$ cat src/rtl/shift_right_seq.sv
// Sequential multi-mode right shifter: one bit per clock for a captured count.
// Supports logical, arithmetic, rotate and serial-in fill, with a start/busy/done handshake.
module shift_right_seq #(
  parameter int unsigned WIDTH = 4,
  parameter int unsigned CNT_W = 3
) (
  input  logic             i_clk,
  input  logic             i_rst,
  input  logic             i_start,
  input  logic [WIDTH-1:0] i_din,
  input  logic [CNT_W-1:0] i_amt,
  input  logic [1:0]       i_mode,
  input  logic             i_sin,
  output logic             o_busy,
  output logic             o_done,
  output logic [WIDTH-1:0] o_dout,
  output logic             o_cout
);

  typedef enum logic [1:0] {
    StIdle  = 2'd0,
    StShift = 2'd1,
    StDone  = 2'd2
  } state_e;

  localparam logic [1:0] ModeLogical = 2'b00;
  localparam logic [1:0] ModeArith   = 2'b01;
  localparam logic [1:0] ModeRotate  = 2'b10;

  state_e           r_state;
  state_e           w_state_next;
  logic [WIDTH-1:0] r_dout;
  logic [WIDTH-1:0] w_dout_next;
  logic [CNT_W-1:0] r_cnt;
  logic [CNT_W-1:0] w_cnt_next;
  logic [1:0]       r_mode;
  logic [1:0]       w_mode_next;
  logic             r_cout;
  logic             w_cout_next;
  logic             w_accept;
  logic             w_fill;

  // Start is only honoured when no shift is in flight; DONE allows back-to-back.
  assign w_accept = i_start && (r_state != StShift);

  always_comb begin
    w_fill = 1'b0;
    case (r_mode)
      ModeLogical: w_fill = 1'b0;
      ModeArith:   w_fill = r_dout[WIDTH-1];
      ModeRotate:  w_fill = r_dout[0];
      default:     w_fill = i_sin;
    endcase
  end

  always_comb begin
    w_state_next = r_state;
    w_dout_next  = r_dout;
    w_cnt_next   = r_cnt;
    w_mode_next  = r_mode;
    w_cout_next  = r_cout;
    case (r_state)
      StIdle, StDone: begin
        if (w_accept) begin
          w_dout_next  = i_din;
          w_cnt_next   = i_amt;
          w_mode_next  = i_mode;
          w_cout_next  = 1'b0;
          w_state_next = (i_amt != '0) ? StShift : StDone;
        end else begin
          w_state_next = StIdle;
        end
      end
      StShift: begin
        w_cout_next = r_dout[0];
        w_dout_next = {w_fill, r_dout[WIDTH-1:1]};
        w_cnt_next  = r_cnt - CNT_W'(1);
        if (r_cnt == CNT_W'(1)) begin
          w_state_next = StDone;
        end
      end
      default: w_state_next = StIdle;
    endcase
  end

  always_ff @(posedge i_clk) begin
    if (i_rst) begin
      r_state <= StIdle;
      r_dout  <= '0;
      r_cnt   <= '0;
      r_mode  <= '0;
      r_cout  <= 1'b0;
    end else begin
      r_state <= w_state_next;
      r_dout  <= w_dout_next;
      r_cnt   <= w_cnt_next;
      r_mode  <= w_mode_next;
      r_cout  <= w_cout_next;
    end
  end

  assign o_busy = (r_state == StShift);
  assign o_done = (r_state == StDone);
  assign o_dout = r_dout;
  assign o_cout = r_cout;

endmodule

$ cat config.mk
export PLATFORM = sky130hd
export DESIGN_NAME = shift_right_seq
export DESIGN_NICKNAME = d
export VERILOG_FILES = /design/src/rtl/shift_right_seq.sv
export SDC_FILE = /design/constraint.sdc
export NUM_CORES = 1
export LEC_CHECK = 0
export CELL_PAD_IN_SITES_DETAIL_PLACEMENT = 0
export CELL_PAD_IN_SITES_GLOBAL_PLACEMENT = 1
export CORE_MARGIN = 2
export CORE_UTILIZATION = 33
export CTS_CLUSTER_DIAMETER = 40
export CTS_CLUSTER_SIZE = 28
export DETAILED_ROUTE_END_ITERATION = 7
export PLACE_DENSITY = 0.8
export SYNTH_ARGS = -nofsm -noshare
export SYNTH_HDL_FRONTEND = slang
export SYNTH_SLANG_ARGS = --single-unit
$ cat constraint.sdc
create_clock -name i_clk -period 2.2 [get_ports i_clk]
set_clock_uncertainty 0.05 [all_clocks]
set_input_delay 0.33 -clock i_clk [delete_from_list [all_inputs] [get_ports i_clk]]
set_output_delay 0.33 -clock i_clk [all_outputs]
set_load 0.02 [all_outputs]
==> impl_metrics.toml, run 1 <==
[worst_hold_path]
worst_hold_path.num_cells = 2
min_path_type = "reg2reg"
hold_path_end = "o_cout"
worst_hold_startpoint = "o_cout"

[routing]
remaining_drc_errors = 0
detailedRoute.firstPassIterationCount = 3
detailedRoute.firstIterationViolations = 5
antenna_left = 0
route.detailed.wl_per_inst_um = 12.8
totalWireLength_um = 1370
post_drt_via_cell_ratio = 5.26
total_number_of_vias = 563

[yosys]
synth-main-ff-cell = "dfxtp_1"
synthesis.yosys.warnings = 0
netlist_area_um2 = 586
synth.top_cells.by_count = "dfxtp_1 (12), a21oi_1 (11), nand2_1 (6), nand3_1 (6), inv_1 (5)"
synth-edff-count = 0
yosys.area_share.adder = 0.0427
synth-seq-cells = 12
synth_area_leader_cell = "dfxtp_1"
yosys-top-cells-area = "dfxtp_1 (41%), a21oi_1 (9.4%), nand3_1 (5.1%), a22oi_1 (5.1%), ha_1 (4.3%)"
yosys.area_share.simple = 0.212
largest_family_of_logic_cells_by_synthesized_area = "compound AO/OA/AOI/OAI gates"
syn_area_per_cell_um2 = 8.49
synth_xor_area_frac = 0
async_reset_ff_frac = 0
synth_mux_area_frac = 0
postSynthCellCount = 69
synth.net_count = 84
synth_cell_types = 26
yosysTopAreaCellShare = 0.410
synth.yosys.seq_area_share = 0.410
yosys.cell_count.top_type = "dfxtp_1"
synth_compound_area_frac = 0.254

[place]
place_area_um2 = 787
final_wtd_congestion = 0.752
dp_wirelength_um = 986
placement.io_buffers = 19

[power_and_ir_drop]
power.net_switching_w = 0.000158
p_leak_nw = 0.311
clkPwrFrac = 0.315
sw_frac_of_total = 0.281
p_comb_frac = 0.243
p_seq_frac = 0.442
power_density_mw_per_mm2 = 685
irDropWorstVdd_mv = 0.230
power.internal_w = 0.000405

[sta]
setup_viol_count_final = 0
tightest_slew_ps = 480
max_freq_mhz = 525
slew_headroom = 0.679
hold_worst_slack_ps = 421
timing.final.crit_share = 0.865
timing.final.hold_violations = 0
grt_setup_unrepaired = "no"
drv_slew = 0
timing.setup.tns_ps = 0
timing.final.crit_period_ps = 1900

[floorplan]
placeableCoreArea_mm2 = 0.00169
floorplan.initialDensity = 0.347
floorplan.die.height_um = 46.1
dieArea_mm2 = 0.00213
chipWidth_um = 46.1
core.rowCount = 15
boundary_pins = 20

[setup_path]
r2r_start = "r_cnt[0]"
cp.required_ps = 1820
crit-reg2reg-capture = "r_cnt[2]"
critPathArrivalTime_ps = 1520
critPathLaunchType = "flop"
worst_path_class_setup = "reg2out"
crit_path_end_kind = "output pin"
worstPathMaxFanout = 10
r2r.worst_path.cells = 5
worst-r2r-setup-slack_ps = 940

[clocking]
clkSlewWorstSetupHoldPaths_ps = 80
root_buffer = "clkbuf_4"
inserted_clock_buffers = 3
cts.repair.resized = 0
htree_levels = 1
clkLatencyLatePin_ps = 270
post-cts-setup-buffers = 0
tritoncts_sinks = 12
tritoncts = "built"
ctsLongestPathBuffers = 2
holdBufCountCts = 0

[grt]
via_count_of_the_first_global_routing_pass = 526
grt.total_usage = 0.143
global_route.overflow_total = 0
grt_antenna_before_repair = 0
first_pass_grt_wire_length_um = 2160
grt_start_max_net_pins = 14

[run_status]
result_of_the_run = "finished, final reports clean"

[job]
drv_cap = 0

[final_layout]
fin_area_um2 = 823
finish.net_count = 106
drive_above_1_share = 0.100
antenna_cells_inserted = 0
syn_to_final_growth_pct = 40.6
cells in the final DEF (no fill, tap or decap), types with 2 or more instances in the layout:
cell type	synthesis	routed
a22oi_1	4	4
ha_1	2	2
nand2b_1	2	2
nand3_1	6	6
buf_4	0	2
or3_1	2	2
clkdlybuf4s50_1	0	19
nor2b_1	2	2
nand2_1	6	6
clkbuf_4	0	3
a21oi_1	11	11
inv_1	5	5
dfxtp_1	12	12
layout make-up:
type / instances / area [µm²]
clock buffers: 4 / 36.3
inverters: 6 / 22.5
multi-input cells: 47 / 298
well taps: 17 / 21.3
flip-flops and latches: 12 / 240
repair buffers: 21 / 205
fillers: 170 / 866
worst max path at each step:
stage,from,endpoint
finish,r_state[1],o_busy
global route,r_state[0],o_busy
CTS,r_state[1],o_busy
detailed placement,i_start,o_dout[3]
global placement,i_start,o_dout[3]
floorplan,i_start,o_dout[3]
registers in the layout (all words and copies together), names as in the netlist:
name	cells
r_mode	2
o_cout	1
r_state	2
r_cnt	3
o_dout	4
kinds of logic (layout without fill, tap and decap cells):
kind of cell               count (synthesis)  after routing
AOI/OAI and AO/OA                         23             23
and+or+nand+nor                           22             22
DFF                                       12             12
buffers and inverters                     10             31
adders and majority gates                  2              2
per-stage QoR:
step / setup slack [ps] / cells / utilization / power (W)
after global placement: 430 / 103 / 0.466 / 0.000390
after detailed placement: 413 / 103 / 0.466 / 0.000391
after floorplan: 1020 / 69 / - / 0.000332
after global routing: 176 / 107 / 0.487 / 0.000597
after CTS: 282 / 107 / 0.487 / 0.000570
final: 297 / 107 / 0.487 / 0.000564
per-layer routing:
layer	track usage	up-vias	share of wire
li1	-	291	-
met1	0.190	259	0.49
met2	0.222	11	0.47
met3	0.0235	2	0.027
met4	0.0686	0	0.012
met5	0	-	0
power groups by stage:
stage	Clock, W	Combinational [W]	Sequential, W
CTS	0.000182	0.000139	0.000249
global route	0.000192	0.000152	0.000252
floorplan	0	0.0000726	0.000260
detailed placement	0	0.000137	0.000254
global placement	0	0.000137	0.000253
finish	0.000178	0.000137	0.000249
critical path, cell delays in order (launching register included):
cell and delay [ps]:
dfxtp_1 310, nand2b_1 160, inv_2 160, clkdlybuf4s50_1 630
(Power assumes the default switching activity.)
==> inputs of run 2 (changes only) <==
--- a/config.mk
+++ b/config.mk
@@ -7,7 +7,7 @@
 export LEC_CHECK = 0
 export CELL_PAD_IN_SITES_DETAIL_PLACEMENT = 0
 export CELL_PAD_IN_SITES_GLOBAL_PLACEMENT = 1
-export CORE_MARGIN = 2
+export CORE_MARGIN = 5
 export CORE_UTILIZATION = 33
 export CTS_CLUSTER_DIAMETER = 40
 export CTS_CLUSTER_SIZE = 28
==> run 2 against run 1 <==
  * Sequential cell count unchanged
  * Non-clock buffer count unchanged
  * Largest power group unchanged
  * Via count rose by 1.8%
  * Sequential power about the same
  * Combinational power is essentially flat
  * Worst hold slack got worse by 3.0 ps
  * Clock power about the same
  * First-iteration DRC count down 40%
==> impl_metrics.toml, run 2 (synthesized netlist as in run 1, its figures left out) <==
[power_and_ir_drop]
p_total_w = 0.000560
irDropWorstVdd_mv = 0.489
p_leak_nw = 0.311
power_density_mw_per_mm2 = 672

[sta]
timing.final.crit_period_ps = 1910
timing.setup.tns_ps = 0
max_freq_mhz = 524
final_critical_path_setup_slack_ps = 292
grt_setup_unrepaired = "no"
timing.final.crit_share = 0.867
setup_viol_count_final = 0
slew_headroom = 0.671
drv_slew = 0
timing.final.hold_violations = 0
tightest_slew_ps = 492

[floorplan]
core.rowCount = 15
floorplan.die.height_um = 52.1
chipWidth_um = 52.1
dieArea_mm2 = 0.00272
placeableCoreArea_mm2 = 0.00171
boundary_pins = 20
floorplan.initialDensity = 0.343

[routing]
route.detailed.wl_per_inst_um = 12.7
antenna_left = 0
detailedRoute.firstIterationViolations = 3
totalWireLength_um = 1460
remaining_drc_errors = 0
total_number_of_vias = 573
detailedRoute.firstPassIterationCount = 5
post_drt_via_cell_ratio = 4.98

[setup_path]
critPathLaunchType = "flop"
crit_path_end_kind = "output pin"
r2r.worst_path.cells = 3
critical_path.max_stage_delay_ps = 630
cp.required_ps = 1820
crit_chain = "nand2b_1 -> inv_2 -> clkdlybuf4s50_1"
crit_slowest_cell = "clkdlybuf4s50_1"
critPathArrivalTime_ps = 1530
worst-r2r-setup-slack_ps = 910
worstPathMaxFanout = 10
worst_path_class_setup = "reg2out"

[final_layout]
syn_to_final_growth_pct = 42.3
final_core_utilization = 0.488
post_layout_nonfiller_instances = 115
finish.net_count = 106
largest_reg_flops = 4
antenna_cells_inserted = 0
layout.cells.most_common = "clkdlybuf4s50_1"
most-common-layout-cells = "clkdlybuf4s50_1 (19), dfxtp_1 (12), a21oi_1 (11), nand3_1 (6), nand2_1 (6)"
drive_above_1_share = 0.100

[clocking]
root_buffer = "clkbuf_4"
htree_levels = 1
post-cts-setup-buffers = 0
tritoncts = "built"
inserted_clock_buffers = 3
ctsLongestPathBuffers = 2
tritoncts_sinks = 12
holdBufCountCts = 0
cts.repair.resized = 0
clkSlewWorstSetupHoldPaths_ps = 80
clkLatencyLatePin_ps = 270

[place]
placement.io_buffers = 19
preCtsSetupSlack_ps = 319
place_inst = 111
dp_wirelength_um = 1100
final_wtd_congestion = 0.758

[grt]
global_route.overflow_total = 0
first_pass_grt_wire_length_um = 2210
via_count_of_the_first_global_routing_pass = 497
grt_start_max_net_pins = 14
grt_antenna_before_repair = 0
grt.total_usage = 0.112

[run_status]
result_of_the_run = "finished, final reports clean"

[worst_hold_path]
min_path_type = "reg2reg"
worst_hold_path.num_cells = 2

[job]
drv_cap = 0
-- run 2: cell counts in the layout (fill, tap and decap cells not counted) --
No cell type changed its count.
-- run 2: worst max-delay path: cells and delay by family, from the launching register on --
| kind | cells | cell delay [ps] |
|---|---|---|
| buffers and inverters | 2 | 790 |
| and+or+nand+nor | 1 | 100 |
| DFF | 1 | 370 |
-- run 2: layout make-up --
class                      count  area [µm²]
clock buffer                   4        36.3
fill                         163         875
inverter                       6        22.5
multi-input combinational     47         298
sequential                    12         240
tap                           25        31.3
timing repair buffer          21         205
-- run 2: final timing paths --
kind,endpoint,startpoint
min reg2reg,r_cnt[1],r_cnt[1]
max,o_busy,r_state[0]
max reg2reg,o_dout[3],r_state[0]
min,r_cnt[1],r_cnt[1]
-- run 2: where the power goes --
| part | total, W | switching [W] | internal (W) |
|---|---|---|---|
| logic | 0.000137 | 0.0000679 | 0.0000688 |
| clock network | 0.000175 | 0.0000741 | 0.000101 |
| registers | 0.000249 | 0.0000134 | 0.000235 |
| total | 0.000560 | 0.000155 | 0.000405 |
-- run 2: through the flow --
stage / instance area [µm²] / hold slack, ps
finish: 833 / 418
global route: 833 / 439
detailed placement: 797 / 409
floorplan: 586 / 349
CTS: 833 / 421
global placement: 797 / 405
-- run 2: layer usage --
| layer | global-route usage | vias to the layer above | part of all wire |
|---|---|---|---|
| met5 | 0 | - | 0 |
| met2 | 0.174 | 16 | 0.48 |
| met4 | 0.0262 | 0 | 0.0062 |
| li1 | - | 289 | - |
| met1 | 0.135 | 264 | 0.46 |
| met3 | 0.0573 | 4 | 0.058 |
